===== config.mk =====
export PLATFORM = sky130hd
export DESIGN_NAME = reg_file_param_flat
export DESIGN_NICKNAME = d
export VERILOG_FILES = /design/src/rtl/reg_file_param_if.sv /design/src/rtl/reg_file_param.sv /design/src/flat_wrapper.sv
export SDC_FILE = /design/constraint.sdc
export NUM_CORES = 1
export LEC_CHECK = 0
export BUFFER_PORTS_ARGS = -buffer_cell sky130_fd_sc_hd__buf_2
export CAP_MARGIN = 20
export CORE_MARGIN = 10
export CORE_UTILIZATION = 55
export DETAILED_ROUTE_END_ITERATION = 7
export GPL_TIMING_DRIVEN = 0
export PLACE_DENSITY = 0.77
export SYNTH_ARGS = -nofsm -noshare
export SYNTH_HDL_FRONTEND = slang
export SYNTH_SLANG_ARGS = --single-unit

===== constraint.sdc =====
create_clock -name i_clk -period 4.05 [get_ports i_clk]
set_clock_uncertainty 0.05 [all_clocks]
set_input_delay 0.6075 -clock i_clk [delete_from_list [all_inputs] [get_ports i_clk]]
set_output_delay 0.6075 -clock i_clk [all_outputs]
set_load 0.1 [all_outputs]

===== src/rtl/reg_file_param_if.sv =====
// Bus bundle for reg_file_param: write port, two read ports and sweep-clear control.
// The master side drives requests and indices; the slave side returns read data and status.
interface reg_file_param_if #(
    parameter int DATA_WIDTH = 8,
    parameter int NUM_REGS   = 8
);
    localparam int ADDR_WIDTH = $clog2(NUM_REGS);

    logic                  write_en;
    logic [ADDR_WIDTH-1:0] write_reg;
    logic [DATA_WIDTH-1:0] write_data;
    logic [ADDR_WIDTH-1:0] read_reg1;
    logic [ADDR_WIDTH-1:0] read_reg2;
    logic                  clear;
    logic [DATA_WIDTH-1:0] reg_out1;
    logic [DATA_WIDTH-1:0] reg_out2;
    logic                  valid1;
    logic                  valid2;
    logic                  busy;
    logic                  write_ack;

    modport master (
        output write_en, write_reg, write_data, read_reg1, read_reg2, clear,
        input  reg_out1, reg_out2, valid1, valid2, busy, write_ack
    );

    modport slave (
        input  write_en, write_reg, write_data, read_reg1, read_reg2, clear,
        output reg_out1, reg_out2, valid1, valid2, busy, write_ack
    );
endinterface


===== src/rtl/reg_file_param.sv =====
// Parameterised register file: one write port, two combinational read ports, per-register
// valid bits and a one-register-per-cycle clear sweep. Optional macro: REG_FILE_BYPASS_EN.
module reg_file_param #(
    parameter int DATA_WIDTH = 8,
    parameter int NUM_REGS   = 8
) (
    input  logic              i_clk,
    input  logic              i_rst_n,
    reg_file_param_if.slave   bus
);
    localparam int ADDR_WIDTH = $clog2(NUM_REGS);
    localparam logic [ADDR_WIDTH-1:0] LAST_IDX = ADDR_WIDTH'(NUM_REGS - 1);
    localparam logic [ADDR_WIDTH-1:0] IDX_ONE  = ADDR_WIDTH'(1);

    typedef enum logic {
        ST_IDLE  = 1'b0,
        ST_SWEEP = 1'b1
    } state_t;

    state_t                r_state;
    state_t                w_state_nxt;
    logic [ADDR_WIDTH-1:0] r_idx;
    logic [ADDR_WIDTH-1:0] w_idx_nxt;
    logic                  w_wr_acc;
    logic                  r_wack;
    logic [DATA_WIDTH-1:0] r_regs [NUM_REGS];
    logic [NUM_REGS-1:0]   r_valid;
    logic [DATA_WIDTH-1:0] w_rd1;
    logic [DATA_WIDTH-1:0] w_rd2;
    logic                  w_v1;
    logic                  w_v2;

    // State and sweep index registers
    always_ff @(posedge i_clk or negedge i_rst_n) begin
        if (!i_rst_n) begin
            r_state <= ST_IDLE;
            r_idx   <= '0;
        end else begin
            r_state <= w_state_nxt;
            r_idx   <= w_idx_nxt;
        end
    end

    // Next-state logic; CLEAR beats a simultaneous write and is ignored mid-sweep
    always_comb begin
        w_state_nxt = r_state;
        w_idx_nxt   = r_idx;
        w_wr_acc    = 1'b0;
        case (r_state)
            ST_IDLE: begin
                if (bus.clear) begin
                    w_state_nxt = ST_SWEEP;
                    w_idx_nxt   = '0;
                end else begin
                    w_wr_acc    = bus.write_en;
                end
            end
            ST_SWEEP: begin
                w_idx_nxt = r_idx + IDX_ONE;
                if (r_idx == LAST_IDX) begin
                    w_state_nxt = ST_IDLE;
                end else begin
                    w_state_nxt = ST_SWEEP;
                end
            end
            default: begin
                w_state_nxt = ST_IDLE;
                w_idx_nxt   = '0;
            end
        endcase
    end

    // Storage, valid bits and the write acknowledge pulse
    always_ff @(posedge i_clk or negedge i_rst_n) begin
        if (!i_rst_n) begin
            for (int k = 0; k < NUM_REGS; k++) begin
                r_regs[k] <= '0;
            end
            r_valid <= '0;
            r_wack  <= 1'b0;
        end else begin
            r_wack <= w_wr_acc;
            if (w_wr_acc) begin
                r_regs[bus.write_reg]  <= bus.write_data;
                r_valid[bus.write_reg] <= 1'b1;
            end else if (r_state == ST_SWEEP) begin
                r_regs[r_idx]  <= '0;
                r_valid[r_idx] <= 1'b0;
            end
        end
    end

    // Combinational read ports, optionally forwarding an about-to-be-accepted write
    always_comb begin
        w_rd1 = r_regs[bus.read_reg1];
        w_v1  = r_valid[bus.read_reg1];
        w_rd2 = r_regs[bus.read_reg2];
        w_v2  = r_valid[bus.read_reg2];
`ifdef REG_FILE_BYPASS_EN
        if (w_wr_acc && i_rst_n && (bus.read_reg1 == bus.write_reg)) begin
            w_rd1 = bus.write_data;
            w_v1  = 1'b1;
        end else begin
            w_rd1 = r_regs[bus.read_reg1];
            w_v1  = r_valid[bus.read_reg1];
        end
        if (w_wr_acc && i_rst_n && (bus.read_reg2 == bus.write_reg)) begin
            w_rd2 = bus.write_data;
            w_v2  = 1'b1;
        end else begin
            w_rd2 = r_regs[bus.read_reg2];
            w_v2  = r_valid[bus.read_reg2];
        end
`endif
    end

    assign bus.reg_out1  = w_rd1;
    assign bus.reg_out2  = w_rd2;
    assign bus.valid1    = w_v1;
    assign bus.valid2    = w_v2;
    assign bus.busy      = (r_state == ST_SWEEP);
    assign bus.write_ack = r_wack;

endmodule


===== src/flat_wrapper.sv =====
// flat-port wrapper written by rule: the top's interface ports become plain ports
module reg_file_param_flat 
#(
    parameter int DATA_WIDTH = 8,
    parameter int NUM_REGS   = 8
)
  (i_clk, i_rst_n, bus_write_en, bus_write_reg, bus_write_data, bus_read_reg1, bus_read_reg2, bus_clear, bus_reg_out1, bus_reg_out2, bus_valid1, bus_valid2, bus_busy, bus_write_ack);
  reg_file_param_if #(.DATA_WIDTH(DATA_WIDTH), .NUM_REGS(NUM_REGS)) bus_i ();
  input  logic i_clk;
  input  logic i_rst_n;
  input wire logic [$bits(bus_i.write_en)-1:0] bus_write_en;
  input wire logic [$bits(bus_i.write_reg)-1:0] bus_write_reg;
  input wire logic [$bits(bus_i.write_data)-1:0] bus_write_data;
  input wire logic [$bits(bus_i.read_reg1)-1:0] bus_read_reg1;
  input wire logic [$bits(bus_i.read_reg2)-1:0] bus_read_reg2;
  input wire logic [$bits(bus_i.clear)-1:0] bus_clear;
  output wire logic [$bits(bus_i.reg_out1)-1:0] bus_reg_out1;
  output wire logic [$bits(bus_i.reg_out2)-1:0] bus_reg_out2;
  output wire logic [$bits(bus_i.valid1)-1:0] bus_valid1;
  output wire logic [$bits(bus_i.valid2)-1:0] bus_valid2;
  output wire logic [$bits(bus_i.busy)-1:0] bus_busy;
  output wire logic [$bits(bus_i.write_ack)-1:0] bus_write_ack;
  assign bus_i.write_en = bus_write_en;
  assign bus_i.write_reg = bus_write_reg;
  assign bus_i.write_data = bus_write_data;
  assign bus_i.read_reg1 = bus_read_reg1;
  assign bus_i.read_reg2 = bus_read_reg2;
  assign bus_i.clear = bus_clear;
  assign bus_reg_out1 = bus_i.reg_out1;
  assign bus_reg_out2 = bus_i.reg_out2;
  assign bus_valid1 = bus_i.valid1;
  assign bus_valid2 = bus_i.valid2;
  assign bus_busy = bus_i.busy;
  assign bus_write_ack = bus_i.write_ack;
  reg_file_param #(.DATA_WIDTH(DATA_WIDTH), .NUM_REGS(NUM_REGS)) u_core (.i_clk(i_clk), .i_rst_n(i_rst_n), .bus(bus_i));
endmodule

# --- After elaboration in Yosys (flattened, before gate mapping) ---
# Index checks and enable logic that the tools add are counted.
word_totals:
  out_inout_bits: 20
  word_cells: 72
  register_bits: 77
op_classes:
  n_reduce_logical: 5
  n_addsub: 1
  muxes: 30
  n_eq_ne: 2
  magnitude_cmp: 12
  bitwise_logic: 10
op_table:
  columns: ["op", "count"]
  rows:
  - ["$mux W64", 2]
  - ["$and A64 B64 Y64", 1]
  - ["$bwmux W64", 1]
  - ["$mux W8", 8]
  - ["$not A64 Y64", 1]
  - ["$bmux W8 S3", 2]
  - ["$demux W8 S3", 2]
  - ["$ge A4 B4 Y1 const B", 4]
  - ["$lt A3 B4 Y1 const B", 4]
  - ["$not A3 Y4", 4]
  - ["$and A8 B8 Y8", 1]
  - ["$lt A4 B1 Y1 const B", 2]
  - ["$mux W1", 8]
  - ["$not A8 Y8", 1]
  - ["$or A8 B8 Y8", 1]
  - ["$bmux W1 S3", 2]
  - ["$demux W1 S3", 2]
  - ["$ge A3 B1 Y1 const B", 2]
  - ["$pmux W3 S2", 1]
  - ["$logic_and A1 B1 Y1", 4]
  - ["$add A3 B1 Y3 const B", 1]
  - ["$eq A3 B3 Y1 const B", 1]
  - ["$mux W3", 1]
  - ["$ne A2 B2 Y1 const B", 1]
  - ["3 further kinds", 3]

# --- Logic depth before layout (Yosys ltp) ---
depth:
  ltp_word: 9
  mapped_depth: 5

# --- Worst setup path before layout ---
# OpenSTA, ideal clock, no wires.
synth_timing:
  path_type: "input port to output port"
  start: "input bus_read_reg1[1]"
  end: "output bus_reg_out1[2]"
  path_stages: 3
  required_ps: 3392
  slack_ps: 1567
  arrival_time_ps: 1826
  cell_sequence: "buf_2 mux4_1 mux2_2"
synth_via:
  elab_chain_cells: 4
synth_lines:
  columns: ["element", "line_no", "text"]
  rows:
  - ["start, declared", "flat_wrapper.sv:14", "input wire logic [$bits(bus_i.read_reg1)-1:0] bus_read_reg1;"]
  - ["$not A3 Y4 (not written as such)", "reg_file_param.sv:95", "w_rd1 = r_regs[bus.read_reg1];"]
  - ["$bmux W8 S3", "reg_file_param.sv:95", null]
  - ["$mux W8 (not written as such) (2 in series)", "reg_file_param.sv:95", null]
  - ["end, declared", "flat_wrapper.sv:17", "output wire logic [$bits(bus_i.reg_out1)-1:0] bus_reg_out1;"]
# Every way passes these cells. The select of a mux whose other input is x is not followed.

# --- Worst setup path in the final report ---
layout_timing:
  start: "input bus_read_reg1[1]"
  end: "output bus_reg_out1[3]"
# Same word-level chain as after synthesis.

==> flow_metrics.env <==
export IMPL_clock_sinks=77
export IMPL_fin_cells=468
export IMPL_crit_fanout=10
export IMPL_antenna_cells=0
export IMPL_cts_tree="built"
export IMPL_rr_worst_depth=4
export IMPL_clk_latency_ns=0.37
export IMPL_first_global_vias=3454
export IMPL_drt_first_pass_iters=5
export IMPL_post_place_cells=452
export IMPL_postSynthCellCount=315
export IMPL_drv_cap=0
export IMPL_fillers=592
export IMPL_slowest_delay_ns=0.37
export IMPL_relSlewSlack_pct=43.0
export IMPL_h_tree_depth=3
export IMPL_synthesis_nets=338
export IMPL_postRouteAntennaNets=0
export IMPL_io_pins=41
export IMPL_cts_buffers=9
export IMPL_cp_required_ns=3.39
export IMPL_leakage_uw=0.00223
export IMPL_routed_via_count=3219
export IMPL_post_route_period_util_pct=70.1
export IMPL_async_reset_ff_share_pct=100
export IMPL_dieWidth_microns=109
export IMPL_syn_to_final_growth_pct=11.7
export IMPL_layout_nets=384
export IMPL_cts_resized=0
export IMPL_gr_usage_all_layers_pct=21.3
export IMPL_max_freq_ghz=0.352
export IMPL_die_area_sq_um=11900
export IMPL_report_final_slew_viol_count=0
export IMPL_dp_slack_ns=1.22
export IMPL_power_density_nw_per_um2=535
export IMPL_seq_area_frac_synth_pct=44.3
export IMPL_rsz0062_at_grt="no"
export IMPL_dp_hpwl_microns=8030
export IMPL_portBuffers=34
export IMPL_ctsRootBufferMaster="clkbuf_8"
export IMPL_core_sq_um=7730
export IMPL_max_slew_worst_pin_slew_ns=0.854
export IMPL_drt_iter0_drc=318
export IMPL_crit_chain="buf_2 > buf_2 > mux4_1 > mux2_4 > buf_2"
export IMPL_grt_max_degree=41
export IMPL_syn_area_sq_um=4350
export IMPL_yosysWarningCount=0
export IMPL_grt_first_pass_wirelength_microns=19000
export IMPL_cts_clk_slew_worst_paths_ns=0.09
export IMPL_utilization_pct=62.9
export IMPL_vias_per_cell=6.88
export IMPL_clock_path_buffers=2
export IMPL_outcome="finished, final reports clean"
export IMPL_finalSetupViolations=0
export IMPL_synth_edf_count=0
export IMPL_hold_viol_final=0
export IMPL_postCtsSetupBuffers=0
export IMPL_crit_top_cell="buf_2"
export IMPL_wirelength_microns=12200
export IMPL_rows=32
export IMPL_finalSetupTns_ns=0
export IMPL_vdd_drop_max_v=0.000458
export IMPL_startpoint_type="primary input"
export IMPL_place_gp_congestion=0.854
export IMPL_path_class="primary input to output pin"
export IMPL_endpoint_kind="output pin"
export IMPL_hold_class="primary input to async pin"
export IMPL_setup_ws_ns=1.21
export IMPL_drc=0
export IMPL_netlist_cell_type_count=37
export IMPL_start_util_pct=56.3
export IMPL_grt_ovfl_total=0
export IMPL_die_y_microns=109
export IMPL_wl_per_cell_microns=26.0
export IMPL_worst_hold_slack_ns=0.149
export IMPL_period_needed_ns=2.84
export IMPL_syn_avg_cell_area_sq_um=13.8
export IMPL_arrival_ns=2.18
export IMPL_crit_slowest_cell="mux4_1"
export IMPL_ys_ff_latch=77
export IMPL_drive_gt1_share_pct=28.1
export IMPL_hold_buffers=0
export IMPL_antenna_found_initial=0
export IMPL_synthFlopType="dfrtp_1"
==> metrics by stage <==
stage / power (uW) / instance area (sq um)
after floorplan: 1740 / 4350
after global placement: 1990 / 4650
after detailed placement: 2020 / 4670
after CTS: 2580 / 4860
after global routing: 2710 / 4860
final: 2600 / 4860
==> power by group <==
part | total, uW | internal, uW | switching [uW]
logic | 1020 | 330 | 687
clock network | 570 | 236 | 334
registers | 1010 | 892 | 118
total | 2600 | 1460 | 1140
==> state kept, by name, summed over array words and instances, names as in the netlist <==
signal and cells:
u_core.r_valid 8, u_core.r_regs 64, u_core.bus.busy 1, u_core.bus.write_ack 1
u_core.r_idx 3
==> critical path: cells and delay by family <==
family / cells / cell delay [ns]
mux: 2 / 0.65
buf+inv: 3 / 0.91
==> logic make-up (layout without fill, tap and decap cells) <==
group | count (synthesis) | count (layout) | share of synthesized area [%]
and+or+nand+nor | 58 | 58 | 7.80
DFF | 77 | 77 | 44.3
AOI/OAI and AO/OA | 84 | 84 | 15.9
buffers and inverters | 40 | 91 | 4.98
adders and majority gates | 2 | 2 | 0.575
muxes | 54 | 54 | 26.4
==> synth_stat cells, types with 3 or more instances <==
master,instances,area share [%]
nor4bb_1,4,0.92
a21oi_1,7,0.81
o22ai_2,6,1.7
o21ai_0,3,0.35
clkbuf_1,7,0.60
nand3b_1,3,0.52
o2bb2ai_1,48,9.7
o22ai_1,16,2.3
mux4_1,28,17
mux2_4,8,2.8
nor2_1,10,0.86
dfrtp_1,77,44
inv_1,17,1.5
mux4_2,8,4.1
nor3b_1,3,0.52
buf_2,10,1.2
mux2_2,10,2.6
nand2_1,22,1.9
==> final timing paths <==
kind                                   start                end  slack (ns)
hold / removal                       i_rst_n    u_core.r_idx[2]        0.15
setup / recovery            bus_read_reg1[1]    bus_reg_out1[3]        1.21
hold reg to reg            u_core.r_regs[56]  u_core.r_regs[56]        0.46
max in group asynchronous            i_rst_n  u_core.r_regs[15]        3.21
setup reg to reg             u_core.r_idx[0]  u_core.r_regs[27]        2.08
min in group i_clk         u_core.r_regs[56]  u_core.r_regs[56]        0.46
==> layout make-up <==
type | instances | area [sq um] | area share [%]
Tap cell | 102 | 128 | 2.63
Clock inverter | 7 | 63.8 | 1.31
Sequential cell | 77 | 1930 | 39.7
Inverter | 18 | 70.1 | 1.44
Multi-Input combinational cell | 198 | 2210 | 45.4
Buffer | 22 | 146 | 3.01
Timing Repair Buffer | 35 | 193 | 3.97
Clock buffer | 9 | 124 | 2.55
==> cell usage in the layout, fill, tap and decap left out, types with 3 or more instances in the layout <==
cell,count
mux4_2,8
o21ai_0,3
mux4_1,28
nor3b_1,3
dfrtp_1,77
o2bb2ai_1,48
nor4bb_1,4
buf_12,3
clkbuf_1,7
buf_2,43
mux2_4,8
nand2_1,22
inv_1,17
mux2_2,10
o22ai_2,6
nor2_1,10
o22ai_1,16
a21oi_1,7
nand3b_1,3
clkbuf_8,9
==> layer usage <==
layer	track usage, %	vias up	share of wire, %
met5	0	-	0
met4	9.32	0	3.0
met3	5.31	35	11
met2	32.7	196	48
met1	28.1	1619	38
li1	-	1369	-
(Power assumes the default switching activity.)
